`config.mk`:
```
export PLATFORM = sky130hd
export DESIGN_NAME = subtractor
export DESIGN_NICKNAME = d
export VERILOG_FILES = /design/src/rtl/subtractor_pkg.sv /design/src/rtl/subtractor.sv
export SDC_FILE = /design/constraint.sdc
export NUM_CORES = 1
export LEC_CHECK = 0
export ABC_AREA = 1
export CAP_MARGIN = 20
export CORE_MARGIN = 8
export CORE_UTILIZATION = 55
export CTS_BUF_LIST = sky130_fd_sc_hd__clkbuf_16
export DETAILED_ROUTE_END_ITERATION = 8
export DONT_BUFFER_PORTS = 1
export PLACE_DENSITY_LB_ADDON = 0.08
export SYNTH_ARGS = -nofsm -noshare
export SYNTH_HDL_FRONTEND = slang
export SYNTH_SLANG_ARGS = --single-unit
export TNS_END_PERCENT = 20
```
`constraint.sdc`:
```
create_clock -name aclk -period 1.7 [get_ports aclk]
set_input_delay 0 -clock aclk [delete_from_list [all_inputs] [get_ports aclk]]
set_output_delay 0 -clock aclk [all_outputs]
set_load 0.02 [all_outputs]
```
`src/rtl/subtractor_pkg.sv`:
```
// subtractor_pkg: state encoding, decrement result type and next-value helper.
// Purely combinational helpers; no latency.
// No flow control lives here.
package subtractor_pkg;

    // Widest counter the helper function supports; callers zero-extend into it.
    localparam int SUB_MAX_W = 64;

    // State encoding constants.
    localparam logic [1:0] STATE_IDLE_ENC    = 2'd0;
    localparam logic [1:0] STATE_ARMED_ENC   = 2'd1;
    localparam logic [1:0] STATE_EXPIRED_ENC = 2'd2;

    typedef enum logic [1:0] {
        ST_IDLE    = STATE_IDLE_ENC,
        ST_ARMED   = STATE_ARMED_ENC,
        ST_EXPIRED = STATE_EXPIRED_ENC
    } state_t;

    typedef struct packed {
        logic [SUB_MAX_W-1:0] value;
        logic                 underflow;
    } dec_result_t;

    // One decrement step. At zero the result either wraps to all-ones (the
    // caller truncates to its own width) or sticks at zero.
    function automatic dec_result_t next_value(input logic [SUB_MAX_W-1:0] value,
                                               input logic                 wrap_en);
        dec_result_t res;
        if (value == '0) begin
            res.underflow = 1'b1;
            res.value     = wrap_en ? '1 : '0;
        end else begin
            res.underflow = 1'b0;
            res.value     = value - 1'b1;
        end
        return res;
    endfunction

endpackage

```
`src/rtl/subtractor.sv`:
```
// subtractor: loadable down-counter with zero/expired/underflow reporting and IDLE/ARMED/EXPIRED FSM.
// Latency: load/dec/clr visible on out/state one cycle later; zero decoded from out with no extra delay.
// Backpressure: load_ready drops only while clr is high; SUBTRACTOR_SATURATE_EN makes dec at zero saturate instead of wrap.
module subtractor
    import subtractor_pkg::*;
#(
    parameter int WIDTH   = 8,
    parameter int RST_VAL = 0
) (
    input  logic             aclk,
    input  logic             srst,
    input  logic             clr,
    input  logic             load,
    input  logic [WIDTH-1:0] load_val,
    output logic             load_ready,
    input  logic             dec,
    output logic [WIDTH-1:0] out,
    output logic             zero,
    output logic             expired,
    output logic             underflow,
    output logic [1:0]       state
);

    localparam logic [WIDTH-1:0] RST_OUT = WIDTH'(RST_VAL);

`ifdef SUBTRACTOR_SATURATE_EN
    localparam logic WRAP_EN = 1'b0;
`else
    localparam logic WRAP_EN = 1'b1;
`endif

    logic [WIDTH-1:0] r_out;
    state_t           r_state;
    logic             r_expired;
    logic             r_underflow;
    dec_result_t      w_nv;
    logic             w_load_acc;

    // Decrement candidate for the current value and load acceptance.
    always_comb begin
        w_nv       = next_value({{(SUB_MAX_W-WIDTH){1'b0}}, r_out}, WRAP_EN);
        w_load_acc = load & ~clr;
    end

    // Counter, FSM and single-cycle pulses; priority srst > clr > load > dec.
    always_ff @(posedge aclk) begin
        if (srst) begin
            r_out       <= RST_OUT;
            r_state     <= ST_IDLE;
            r_expired   <= 1'b0;
            r_underflow <= 1'b0;
        end else begin
            r_expired   <= 1'b0;
            r_underflow <= 1'b0;
            if (clr) begin
                r_out   <= RST_OUT;
                r_state <= ST_IDLE;
            end else if (w_load_acc) begin
                // A dec arriving with an accepted load is dropped.
                r_out   <= load_val;
                r_state <= (load_val != '0) ? ST_ARMED : ST_EXPIRED;
            end else if (dec) begin
                r_out       <= w_nv.value[WIDTH-1:0];
                r_underflow <= w_nv.underflow;
                if (r_out == WIDTH'(1) && r_state == ST_ARMED) begin
                    r_expired <= 1'b1;
                    r_state   <= ST_EXPIRED;
                end
`ifndef SUBTRACTOR_SATURATE_EN
                // Wrapping back to a large count re-arms an expired counter.
                if (w_nv.underflow && r_state == ST_EXPIRED) begin
                    r_state <= ST_ARMED;
                end
`endif
            end
        end
    end

    assign load_ready = ~clr;
    assign out        = r_out;
    assign zero       = (r_out == '0);
    assign expired    = r_expired;
    assign underflow  = r_underflow;
    assign state      = r_state;

endmodule

```
==> run metrics <==
Worst Path Arrival 1.67 ns; met1 Track Usage GR 19.4%; register area share after synthesis 30.1%; relative slew slack 74.0%; Fmax 0.652 GHz; Area Overhead vs Synth 22.6%; CTS root buffer clkbuf_16; TritonCTS buffer count 3; outcome finished clean; VDD IR max 0.768 mV; NetSw 0.323 mW; Vias per Instance 5.84; CTS Hold Bufs 6; CP Launch Type flop; Resized cells post-CTS 0; Worst Setup End Kind flop; GRT overflow 0; CTS tree yes; input/output buffers 0; first-pass GRT wire length 3700 um; endpoints failing hold 0; commonest non-fill, non-tap cell in the layout inv_1; CTS max path bufs 2; DP Wirelength 1650 um; post-route setup TNS 0 ns; Max stage delay on crit path 0.31 ns; fin nets 138; RSZ-0062 raised after global routing no; clock skew 0.00437 ns; post-route ant nets 0; CP required 1.84 ns; WL final 2220 um; core area 1330 um2; number of synthesized register bits 12; worst slew pin tran 0.389 ns; Die H 54.1 um; Cell Area, Synth 797 um2; Filler Cell Count 109; layout cells sized above 1 22.3%; Max stage delay cell, worst path dfxtp_1; wire per inst 16.4 um; crit-path cells inv_1, ha_1, nand2_2, nor2_4, nor2_2, nor2_2, nand3_2, nand3_1, inv_1; GR peak layer met2; CTS Sinks 12; max_cap viols 0; DR iter-0 viols 40; Die ar. 2920 um2; Leakage 0.432 nW; Cells after Synth 108; Max Slew Vio Count 0; met3 usage 7.16%; die extent in x 54.1 um; CTS H-tree lvls 1; internal power 0.696 mW; Core Util, Final 73.3%; total track usage 17.1%; pre-CTS setup slack 0.195 ns; Sequential Power Share 32.4%; Placed Cells 126; diodes inserted 0; clock power share 43.1%; switching share of power 31.7%; min cycle time layout 1.53 ns; Residual DRC 0; final worst-path cycle share 90.2%; CP Max Fanout 6; global placement routability congestion 0.916; largest net degree at the start of global routing 11; M2 GR Usage 28.4%; Setup CP Type flop to flop; vias in the first global route 820; TritonRoute pass-1 iters 4; Post-CTS Setup Bufs 0; Crit path max-delay family simple AND/OR/NAND/NOR gates; fin cells 136; final setup fails 0; syn_area_per_cell 7.38 um2; clock latency at the later pin of the worst-skew pair 0.24 ns; Hold WC Path Type primary input to flop; Yosys warnings 0; Clock Pin Slew Worst Setup and Hold Paths 0.05 ns; # IOs 27; pwr dens 1040 nW/um2; via count 794; initial core utilization 59.8%; initial antenna violation count 0; Synthesized Nets 124; Comb power frac 24.5%; number of library cell types mapped by synthesis 28; setup ws final 0.167 ns; most frequent cells in the layout 15 x inv_1, 12 x nand3_1, 12 x dfxtp_1, 11 x nand2_1, 8 x nor2_1; FP Rows 13; worst path bufs/invs 2
-- metrics by stage --
| stage | hold slack [ns] | instance area (um2) | total power, mW |
|---|---|---|---|
| floorplan | 0.0440 | 797 | 0.519 |
| global placement | 0.0480 | 838 | 0.564 |
| detailed placement | 0.0477 | 838 | 0.568 |
| CTS | 0.00415 | 977 | 1.02 |
| global route | 0.0346 | 977 | 1.07 |
| finish | 0.00293 | 977 | 1.02 |
-- per-layer routing --
metal	share of wire, %	vias to the layer above
li1	-	392
met1	43	362
met2	45	38
met3	10	2
met4	0.67	0
met5	0	-
-- power groups by stage --
stage,logic (mW),clock network (mW),registers (mW)
global placement,0.229,0,0.335
finish,0.249,0.439,0.330
floorplan,0.179,0,0.339
CTS,0.245,0.444,0.331
global route,0.273,0.459,0.333
detailed placement,0.232,0,0.336
-- cell families (layout without fill, tap and decap cells) --
family / Yosys count / count (layout) / share of synthesized area, %
fa+ha+maj: 3 / 3 / 4.71
compound gates: 21 / 21 / 18.7
flops: 12 / 12 / 30.1
buf+inv: 19 / 32 / 9.89
simple gates: 53 / 53 / 36.6
-- worst register-to-register path: cells and delay by family (launching register included) --
family	cells	cell delay (ns)
AND/OR/NAND/NOR	6	0.72
adder cells (fa/ha/maj)	1	0.19
flip-flops	1	0.31
buffers and inverters	2	0.20
-- path summary, 6_finish.rpt --
check,startpoint,slack (ns),cells past startpoint,to
max,out[0],0.17,9,state[1]
min,clr,0.003,3,state[1]
max reg2reg,out[0],0.17,9,state[1]
min reg2reg,out[5],0.61,2,out[5]
-- sequential cells by signal, indices dropped and copies added, names as in the netlist --
name / count
state: 2
expired: 1
out: 8
underflow: 1
-- cell usage after synthesis --
master	count	share of area (%)
a211oi_2	1	1.6
a21oi_1	5	3.1
a21oi_2	1	1.1
a221oi_1	1	1.1
buf_4	2	1.9
dfxtp_1	12	30
ha_1	3	4.7
inv_1	15	7.1
inv_2	2	0.94
nand2_1	11	5.2
nand2_2	2	1.6
nand2_4	1	1.4
nand3_1	12	7.5
nand3_2	2	2.5
nand4_1	3	2.4
nor2_1	8	3.8
nor2_2	4	3.1
nor2_4	3	4.2
nor3_1	4	2.5
nor4_1	1	0.79
o2111ai_1	1	1.1
o211ai_1	2	1.9
o21ai_0	6	3.8
o21ai_4	1	2.0
o21bai_1	1	0.94
o221ai_1	1	1.1
o31ai_1	1	0.94
or2_2	2	1.6
-- area by class of cell --
| type | instances | area (um2) | area share (%) |
|---|---|---|---|
| multi-input combinational | 77 | 478 | 48.9 |
| sequential | 12 | 240 | 24.6 |
| timing repair buffer | 11 | 97.6 | 9.99 |
| clock buffer | 3 | 75.1 | 7.68 |
| inverter | 17 | 63.8 | 6.53 |
| tap | 15 | 18.8 | 1.92 |
| clock inverter | 1 | 3.75 | 0.384 |
(Power assumes the default switching activity.)
